==> config.mk <==
export PLATFORM = sky130hd
export DESIGN_NAME = axi_burst_alu_regs
export DESIGN_NICKNAME = d
export VERILOG_FILES = /design/src/rtl/axi_burst_pkg.sv /design/src/rtl/axi_burst_addr_gen.sv /design/src/rtl/axi_burst_alu_regs.sv
export SDC_FILE = /design/constraint.sdc
export NUM_CORES = 2
export LEC_CHECK = 0
export BUFFER_PORTS_ARGS = -buffer_cell sky130_fd_sc_hd__clkbuf_2
export CAP_MARGIN = 15
export CELL_PAD_IN_SITES_DETAIL_PLACEMENT = 0
export CELL_PAD_IN_SITES_GLOBAL_PLACEMENT = 1
export CORE_MARGIN = 3
export CORE_UTILIZATION = 30
export CTS_CLUSTER_DIAMETER = 150
export DETAILED_ROUTE_END_ITERATION = 16
export GPL_TIMING_DRIVEN = 0
export PLACE_DENSITY_LB_ADDON = 0.12
export SLEW_MARGIN = 20
export SYNTH_ARGS = -nofsm -noshare
export SYNTH_HDL_FRONTEND = slang
export SYNTH_SLANG_ARGS = --single-unit
==> constraint.sdc <==
create_clock -name clk -period 5.1 [get_ports clk]
set_clock_uncertainty 0.05 [all_clocks]
set_input_delay 0.51 -clock clk [delete_from_list [all_inputs] [get_ports clk]]
set_output_delay 0.51 -clock clk [all_outputs]
set_load 0.005 [all_outputs]
==> src/rtl/axi_burst_pkg.sv <==
// Shared constants and types for the AXI burst ALU register endpoint.
// Holds burst/response encodings, fixed register indices, the ALU opcode
// enum and the write/read channel state typedefs.
package axi_burst_pkg;

  localparam logic [1:0] BURST_FIXED = 2'b00;
  localparam logic [1:0] BURST_INCR  = 2'b01;
  localparam logic [1:0] BURST_WRAP  = 2'b10;

  localparam logic [1:0] RESP_OKAY   = 2'b00;
  localparam logic [1:0] RESP_SLVERR = 2'b10;

  localparam int IDX_OP_A   = 0;
  localparam int IDX_OP_B   = 1;
  localparam int IDX_OPCODE = 2;
  localparam int IDX_RESULT = 3;

  typedef enum logic [2:0] {
    ALU_ADD = 3'd0,
    ALU_SUB = 3'd1,
    ALU_NOT = 3'd2,
    ALU_SHL = 3'd3,
    ALU_AND = 3'd4,
    ALU_OR  = 3'd5,
    ALU_XOR = 3'd6
  } alu_op_e;

  typedef enum logic [1:0] {
    W_IDLE = 2'd0,
    W_DATA = 2'd1,
    W_RESP = 2'd2
  } w_state_e;

  typedef enum logic {
    R_IDLE = 1'b0,
    R_DATA = 1'b1
  } r_state_e;

endpackage

==> src/rtl/axi_burst_addr_gen.sv <==
// Per-beat address helper for one AXI channel.
// Ports:
//   addr       in   current byte address of the beat
//   len/size/burst in  burst attributes (beats-1, log2 bytes, type)
//   next_addr  out  byte address of the following beat (word aligned)
//   reg_idx    out  low word-index bits selecting a register
//   in_range   out  full-width word index is below NUM_REGS
//   wrap_ok    out  burst is not WRAP, or WRAP with a legal length
//   burst_err  out  beat size mismatch or reserved burst type
module axi_burst_addr_gen
  import axi_burst_pkg::*;
#(
  parameter int ADDR_WIDTH = 32,
  parameter int DATA_WIDTH = 32,
  parameter int NUM_REGS   = 16
) (
  input  logic [ADDR_WIDTH-1:0]       addr,
  input  logic [7:0]                  len,
  input  logic [2:0]                  size,
  input  logic [1:0]                  burst,
  output logic [ADDR_WIDTH-1:0]       next_addr,
  output logic [$clog2(NUM_REGS)-1:0] reg_idx,
  output logic                        in_range,
  output logic                        wrap_ok,
  output logic                        burst_err
);

  localparam int OFS = $clog2(DATA_WIDTH / 8);
  localparam int IW  = $clog2(NUM_REGS);

  logic [ADDR_WIDTH-1:0] idx;
  logic [ADDR_WIDTH-1:0] idx_inc;
  logic [ADDR_WIDTH-1:0] wrap_mask;
  logic [ADDR_WIDTH-1:0] next_idx;

  assign idx       = addr >> OFS;
  assign idx_inc   = idx + ADDR_WIDTH'(1);
  // Legal WRAP lengths are 2^n-1, so len itself is the in-window index mask.
  assign wrap_mask = ADDR_WIDTH'(len);

  always_comb begin
    next_idx = idx;
    case (burst)
      BURST_INCR: next_idx = idx_inc;
      BURST_WRAP: next_idx = (idx & ~wrap_mask) | (idx_inc & wrap_mask);
      default:    next_idx = idx;
    endcase
  end

  assign next_addr = next_idx << OFS;
  assign reg_idx   = idx[IW-1:0];
  assign in_range  = (idx < ADDR_WIDTH'(NUM_REGS));
  assign wrap_ok   = (burst != BURST_WRAP) ||
                     (len == 8'd1) || (len == 8'd3) || (len == 8'd7) || (len == 8'd15);
  assign burst_err = (size != 3'(OFS)) || (burst == 2'b11);

endmodule

==> src/rtl/axi_burst_alu_regs.sv <==
// AXI4 burst slave over a bank of NUM_REGS registers; indices 0..3 are an
// ALU (operand A, operand B, opcode, read-only result), the rest scratch.
// Ports:
//   clk, rst                     clock, synchronous active-high reset
//   aw*/w*/b*                    write address, data and response channels
//   ar*/r*                       read address and data channels
//
// state  | meaning
// W_IDLE | awready high, waiting for a write address
// W_DATA | wready high, accepting write beats
// W_RESP | bvalid high, holding bresp until bready
// R_IDLE | arready high, waiting for a read address
// R_DATA | rvalid high, presenting the current read beat
module axi_burst_alu_regs
  import axi_burst_pkg::*;
#(
  parameter int ADDR_WIDTH = 32,
  parameter int DATA_WIDTH = 32,
  parameter int NUM_REGS   = 16
) (
  input  logic                    clk,
  input  logic                    rst,
  input  logic [ADDR_WIDTH-1:0]   awaddr,
  input  logic [7:0]              awlen,
  input  logic [2:0]              awsize,
  input  logic [1:0]              awburst,
  input  logic                    awvalid,
  output logic                    awready,
  input  logic [DATA_WIDTH-1:0]   wdata,
  input  logic [DATA_WIDTH/8-1:0] wstrb,
  input  logic                    wlast,
  input  logic                    wvalid,
  output logic                    wready,
  output logic [1:0]              bresp,
  output logic                    bvalid,
  input  logic                    bready,
  input  logic [ADDR_WIDTH-1:0]   araddr,
  input  logic [7:0]              arlen,
  input  logic [2:0]              arsize,
  input  logic [1:0]              arburst,
  input  logic                    arvalid,
  output logic                    arready,
  output logic [DATA_WIDTH-1:0]   rdata,
  output logic [1:0]              rresp,
  output logic                    rlast,
  output logic                    rvalid,
  input  logic                    rready
);

  localparam int IW = $clog2(NUM_REGS);
  localparam int SW = DATA_WIDTH / 8;

  logic [DATA_WIDTH-1:0] regs [NUM_REGS];
  logic [DATA_WIDTH-1:0] result_q;
  logic [DATA_WIDTH-1:0] alu_result;
  logic                  alu_upd;

  // ---------------- write channel ----------------
  w_state_e              w_state;
  logic [ADDR_WIDTH-1:0] aw_addr_q;
  logic [7:0]            aw_len_q;
  logic [2:0]            aw_size_q;
  logic [1:0]            aw_burst_q;
  logic [7:0]            w_cnt;
  logic                  w_err;

  logic [ADDR_WIDTH-1:0] w_next_addr;
  logic [IW-1:0]         w_idx;
  logic                  w_in_range, w_wrap_ok, w_burst_err;
  logic                  w_beat, w_beat_err, w_last_beat, w_done, wr_en;

  axi_burst_addr_gen #(
    .ADDR_WIDTH(ADDR_WIDTH), .DATA_WIDTH(DATA_WIDTH), .NUM_REGS(NUM_REGS)
  ) u_w_addr_gen (
    .addr      (aw_addr_q),
    .len       (aw_len_q),
    .size      (aw_size_q),
    .burst     (aw_burst_q),
    .next_addr (w_next_addr),
    .reg_idx   (w_idx),
    .in_range  (w_in_range),
    .wrap_ok   (w_wrap_ok),
    .burst_err (w_burst_err)
  );

  assign w_beat      = wready && wvalid;
  assign w_beat_err  = w_burst_err || !w_wrap_ok || !w_in_range ||
                       (w_idx == IW'(IDX_RESULT));
  assign w_last_beat = (w_cnt == aw_len_q);
  assign w_done      = w_beat && (wlast || w_last_beat);
  assign wr_en       = w_beat && !w_beat_err;

  always_ff @(posedge clk) begin
    if (rst) begin
      w_state    <= W_IDLE;
      awready    <= 1'b0;
      wready     <= 1'b0;
      bvalid     <= 1'b0;
      bresp      <= RESP_OKAY;
      aw_addr_q  <= '0;
      aw_len_q   <= '0;
      aw_size_q  <= '0;
      aw_burst_q <= '0;
      w_cnt      <= '0;
      w_err      <= 1'b0;
    end else begin
      case (w_state)
        W_IDLE: begin
          awready <= 1'b1;
          if (awvalid && awready) begin
            aw_addr_q  <= awaddr;
            aw_len_q   <= awlen;
            aw_size_q  <= awsize;
            aw_burst_q <= awburst;
            w_cnt      <= '0;
            w_err      <= 1'b0;
            awready    <= 1'b0;
            wready     <= 1'b1;
            w_state    <= W_DATA;
          end
        end
        W_DATA: begin
          if (w_beat) begin
            if (w_done) begin
              // wlast and the len+1 count must agree, otherwise the burst is malformed.
              wready  <= 1'b0;
              bvalid  <= 1'b1;
              bresp   <= (w_err || w_beat_err || (wlast != w_last_beat)) ?
                         RESP_SLVERR : RESP_OKAY;
              w_state <= W_RESP;
            end else begin
              w_err     <= w_err || w_beat_err;
              aw_addr_q <= w_next_addr;
              w_cnt     <= w_cnt + 8'd1;
            end
          end
        end
        W_RESP: begin
          if (bready) begin
            bvalid  <= 1'b0;
            bresp   <= RESP_OKAY;
            awready <= 1'b1;
            w_state <= W_IDLE;
          end
        end
        default: w_state <= W_IDLE;
      endcase
    end
  end

  // ---------------- register bank and ALU ----------------
  always_comb begin
    alu_result = '0;
    if (regs[IDX_OPCODE] <= DATA_WIDTH'(ALU_XOR)) begin
      case (alu_op_e'(regs[IDX_OPCODE][2:0]))
        ALU_ADD: alu_result = regs[IDX_OP_A] + regs[IDX_OP_B];
        ALU_SUB: alu_result = regs[IDX_OP_A] - regs[IDX_OP_B];
        ALU_NOT: alu_result = ~regs[IDX_OP_A];
        ALU_SHL: alu_result = (regs[IDX_OP_B] >= DATA_WIDTH'(DATA_WIDTH)) ?
                              '0 : (regs[IDX_OP_A] << regs[IDX_OP_B]);
        ALU_AND: alu_result = regs[IDX_OP_A] & regs[IDX_OP_B];
        ALU_OR:  alu_result = regs[IDX_OP_A] | regs[IDX_OP_B];
        ALU_XOR: alu_result = regs[IDX_OP_A] ^ regs[IDX_OP_B];
        default: alu_result = '0;
      endcase
    end
  end

  always_ff @(posedge clk) begin
    if (rst) begin
      for (int i = 0; i < NUM_REGS; i++) regs[i] <= '0;
      result_q <= '0;
      alu_upd  <= 1'b0;
    end else begin
      // Result follows one cycle behind the operand/opcode write that changed it.
      alu_upd <= wr_en && (w_idx < IW'(IDX_RESULT));
      if (wr_en) begin
        for (int b = 0; b < SW; b++) begin
          if (wstrb[b]) regs[w_idx][8*b +: 8] <= wdata[8*b +: 8];
        end
      end
      if (alu_upd) result_q <= alu_result;
    end
  end

  // ---------------- read channel ----------------
  r_state_e              r_state;
  logic [ADDR_WIDTH-1:0] ar_addr_q;
  logic [7:0]            ar_len_q;
  logic [2:0]            ar_size_q;
  logic [1:0]            ar_burst_q;
  logic [7:0]            r_cnt;

  logic [ADDR_WIDTH-1:0] rg_addr;
  logic [7:0]            rg_len;
  logic [2:0]            rg_size;
  logic [1:0]            rg_burst;
  logic [ADDR_WIDTH-1:0] r_next_addr;
  logic [IW-1:0]         r_idx;
  logic                  r_in_range, r_wrap_ok, r_burst_err, r_beat_err;
  logic [DATA_WIDTH-1:0] r_beat_data;

  // While idle the first beat is looked up straight from the AR inputs so it
  // can be registered on the handshake edge.
  assign rg_addr  = (r_state == R_IDLE) ? araddr  : ar_addr_q;
  assign rg_len   = (r_state == R_IDLE) ? arlen   : ar_len_q;
  assign rg_size  = (r_state == R_IDLE) ? arsize  : ar_size_q;
  assign rg_burst = (r_state == R_IDLE) ? arburst : ar_burst_q;

  axi_burst_addr_gen #(
    .ADDR_WIDTH(ADDR_WIDTH), .DATA_WIDTH(DATA_WIDTH), .NUM_REGS(NUM_REGS)
  ) u_r_addr_gen (
    .addr      (rg_addr),
    .len       (rg_len),
    .size      (rg_size),
    .burst     (rg_burst),
    .next_addr (r_next_addr),
    .reg_idx   (r_idx),
    .in_range  (r_in_range),
    .wrap_ok   (r_wrap_ok),
    .burst_err (r_burst_err)
  );

  assign r_beat_err = r_burst_err || !r_wrap_ok || !r_in_range;

  always_comb begin
    r_beat_data = '0;
    if (!r_beat_err) begin
      r_beat_data = (r_idx == IW'(IDX_RESULT)) ? result_q : regs[r_idx];
    end
  end

  always_ff @(posedge clk) begin
    if (rst) begin
      r_state    <= R_IDLE;
      arready    <= 1'b0;
      rvalid     <= 1'b0;
      rdata      <= '0;
      rresp      <= RESP_OKAY;
      rlast      <= 1'b0;
      ar_addr_q  <= '0;
      ar_len_q   <= '0;
      ar_size_q  <= '0;
      ar_burst_q <= '0;
      r_cnt      <= '0;
    end else begin
      case (r_state)
        R_IDLE: begin
          arready <= 1'b1;
          if (arvalid && arready) begin
            ar_addr_q  <= r_next_addr;
            ar_len_q   <= arlen;
            ar_size_q  <= arsize;
            ar_burst_q <= arburst;
            r_cnt      <= '0;
            arready    <= 1'b0;
            rvalid     <= 1'b1;
            rdata      <= r_beat_data;
            rresp      <= r_beat_err ? RESP_SLVERR : RESP_OKAY;
            rlast      <= (arlen == 8'd0);
            r_state    <= R_DATA;
          end
        end
        R_DATA: begin
          if (rready) begin
            if (rlast) begin
              rvalid  <= 1'b0;
              rlast   <= 1'b0;
              rdata   <= '0;
              rresp   <= RESP_OKAY;
              arready <= 1'b1;
              r_state <= R_IDLE;
            end else begin
              rdata     <= r_beat_data;
              rresp     <= r_beat_err ? RESP_SLVERR : RESP_OKAY;
              rlast     <= ((r_cnt + 8'd1) == ar_len_q);
              ar_addr_q <= r_next_addr;
              r_cnt     <= r_cnt + 8'd1;
            end
          end
        end
        default: r_state <= R_IDLE;
      endcase
    end
  end

endmodule

==> flow_summary.toml <==
[run_status]
status = "complete, no violations"

[critical_path]
required_ns = 5.54
crit_fanout = 10
r2r_cells = 16
critPathLaunchType = "register"
reg2reg_to = "result_q[20]$_SDFFE_PP0P_"
r2r_start = "regs[2][0]$_SDFFCE_PN0P_"
critPathArrivalTime_ns = 5.47
path_class = "reg -> reg"
cp-end-kind = "register"
r2r_slack_ns = 0.07

[floorplanning]
core_region_area_mm2 = 0.128
die_w_um = 365
start_util_pct = 30.3
io_pins = 176
die-area_mm2 = 0.133
die_h_um = 365
placementRows = 131

[min_path]
hp-start = "arlen[7]"
worstHoldEndpoint = "ar_len_q[7]$_SDFFE_PP0P_"
whs_path_depth = 3
hp-class = "in -> reg"

[synthesis]
synthFlopType = "edfxtp_1"
syn-instance-count = 4311
yosys.area.top_type = "edfxtp_1"
syn_avg_cell_area_um2 = 8.96
synth-seq-cells = 691
synthArstFlopShare_pct = 0
synthTopCellsByArea = "edfxtp_1, dfxtp_1, nand2_1"
post-synth-top-count-cell = "nand2_1"
yosysSeqAreaShare_pct = 49.1
ys_warn_count = 0
synthesis.area_mm2 = 0.0386
synth_edf_count = 512
synthTopCellsByCount = "nand2_1, nor2_1, edfxtp_1"
post-synth-top-area-fraction_pct = 39.8
yosysUniqueCellTypes = 87

[clocking]
clk_pin_slew_ns = 0.06
worstSkewPairLatency_ns = 0.71
htreeDepth = 3
cts_tree = "built"
clkSinkCount = 691
cts_root_buf = "clkbuf_16"
cts_buffer_depth = 3
cts_inserted_buffers = 87

[sta]
slew_viol_final = 0
final.min_clock_period_ns = 5.03
finalCritPeriodShare_pct = 98.6
setup_viol = 0
finalHoldViolCount = 0
max-slew-margin-rel_pct = 23.6
rsz0062_at_grt = "true"
fmax_mhz = 199
tightest_slew_ns = 1.14

[placement]
place_area_mm2 = 0.0417
gp_congestion = 0.945
io_buffers = 169
place_hpwl_mm = 134

[power_and_ir_drop]
p_sw_mw = 4.50
seqPwrFrac_pct = 43.3
p_per_area_mw_per_mm2 = 329
peakVddDrop_v = 0.000247
comb_power_share_pct = 16.4
clkPwrFrac_pct = 40.3
netSwitchingFraction_pct = 30.5
intPower_mw = 10.3
p_leak_nw = 15.8
fin_total_pwr_mw = 14.8

[detailed_routing]
ant_nets = 0
routed_wirelength_mm = 172
drt_drc_violations_left = 0
wire_per_inst_um = 27.1
first_pass_iters = 5
viasPerCell = 5.42
drtIter0Drc = 3161
num_vias = 34500

[global_routing]
grt_pass1_vias = 33100
grt_pass1_wl_mm = 243
antenna_found_initial = 2
grt.total_usage_pct = 25.4
grt.overflow.total = 0
grt_max_degree = 20

[cells_and_area]
multi_input_area_mm2 = 0.0183
stdcell_area_mm2 = 0.0450
nNetsFinal = 4872
syn2layout_area_growth_pct = 16.4
fill_cells = 13400
regArea_mm2 = 0.0190
drive_above_1_share_pct = 9.72

[job]
drv_cap = 0
==> worst max-delay path: stages (launching register included) <==
cell,delay [ns]
edfxtp_1,0.44
clkbuf_4,0.26
buf_4,0.25
nand2_1,0.30
clkbuf_2,0.40
o41ai_1,0.16
xnor2_1,0.39
ha_1,0.31
clkbuf_1,0.23
o21a_1,0.19
nor2_1,0.33
a21oi_1,0.22
a311oi_2,0.42
o21ai_0,0.16
xor2_1,0.17
a221oi_1,0.44
a211oi_2,0.08
==> metrics by stage <==
stage                     hold slack (ns)  worst slack, ns  cells  util [%]  setup TNS (ns)
after CTS                          0.0106         0.000336   6362      35.1               0
final                              0.0537           0.0724   6365      35.2               0
after global placement              0.387            -1.72   6175      32.6         -194.47
after detailed placement            0.392            -1.68   6177      32.7          -49.38
after global routing               0.0112          -0.0952   6363      35.2          -0.174
after floorplan                     0.378            0.739   4344         -               0
==> power groups by stage <==
stage	clock, mW	combinational, mW	sequential, mW
final	5.96	2.42	6.39
after global routing	6.29	2.60	6.41
after CTS	6.08	2.39	6.39
after detailed placement	0	2.36	6.51
after global placement	0	2.35	6.50
after floorplan	0	1.37	6.44
==> state kept, by name, summed over array words and instances (netlist names), 3 cells and up, named ones only <==
name and flops:
ar_addr_q 30, ar_len_q 8, ar_size_q 3, aw_addr_q 23, aw_len_q 8, aw_size_q 3
r_cnt 8, rdata 32, regs 512, result_q 32, w_cnt 8
==> cells by family (layout without fill, tap and decap cells) <==
group | count (synthesis) | count (layout) | share of synthesized area, %
and+or+nand+nor | 1931 | 1931 | 21.4
AOI/OAI and AO/OA | 933 | 933 | 15.9
DFF | 691 | 691 | 49.1
buffers and inverters | 447 | 804 | 4.55
adders and majority gates | 108 | 108 | 3.52
muxes | 106 | 106 | 3.41
xor gates and xnor gates | 94 | 94 | 2.13
other | 1 | 36 | 0.00971
==> what timing repair did <==
action | CTS | global route
buffers inserted | 1 | 2
gates resized for setup | 46 | 28
pin swaps | 2 | 2
hold endpoints to repair | 28 | 0
hold buffers | 28 | 0
setup endpoints to repair | 70 | 25
==> routing by layer <==
| metal | up-vias | global-route usage, % | routed length, um |
|---|---|---|---|
| li1 | 16000 | - | - |
| met1 | 17200 | 35.7 | 78900 |
| met2 | 1083 | 40.9 | 79300 |
| met3 | 212 | 2.80 | 8840 |
| met4 | 2 | 7.76 | 5320 |
| met5 | - | 0 | 13 |
==> worst max-delay path by stage <==
stage	startpoint	endpoint	slack, ns	cells after the start
floorplan	regs[1][0]$_SDFFCE_PN0P_	result_q[31]$_SDFFE_PP0P_	0.74	18
global placement	regs[2][0]$_SDFFCE_PN0P_	result_q[31]$_SDFFE_PP0P_	-1.72	17
detailed placement	regs[2][0]$_SDFFCE_PN0P_	result_q[31]$_SDFFE_PP0P_	-1.68	17
CTS	r_state$_SDFF_PP0_	rdata[15]$_SDFFE_PP0P_	0.0003	15
global route	regs[1][1]$_SDFFCE_PN0P_	result_q[31]$_SDFFE_PP0P_	-0.1	18
finish	regs[2][0]$_SDFFCE_PN0P_	result_q[20]$_SDFFE_PP0P_	0.07	16
==> cell type report <==
type / count / share of cell area [%]
inverters: 101 / 0.882
repair buffers: 202 / 2.60
clock inverters: 43 / 0.790
clock buffers: 117 / 5.20
well taps: 1662 / 4.62
flip-flops and latches: 691 / 42.2
diodes: 2 / 0.0111
multi-input cells: 3206 / 40.6
plain buffers: 341 / 3.13
==> cell usage in the layout (no fill, tap or decap), types with 86 or more instances in the layout <==
cell type and count:
nand2_1 862, nor2_1 652, edfxtp_1 512, clkbuf_1 289, a21oi_1 233, clkbuf_2 186
dfxtp_1 179, o21ai_0 141, and3_1 136, ha_1 106, inv_1 97, a211oi_1 89
clkbuf_16 87, a31oi_1 86
Power figures use the tool's default switching activity.
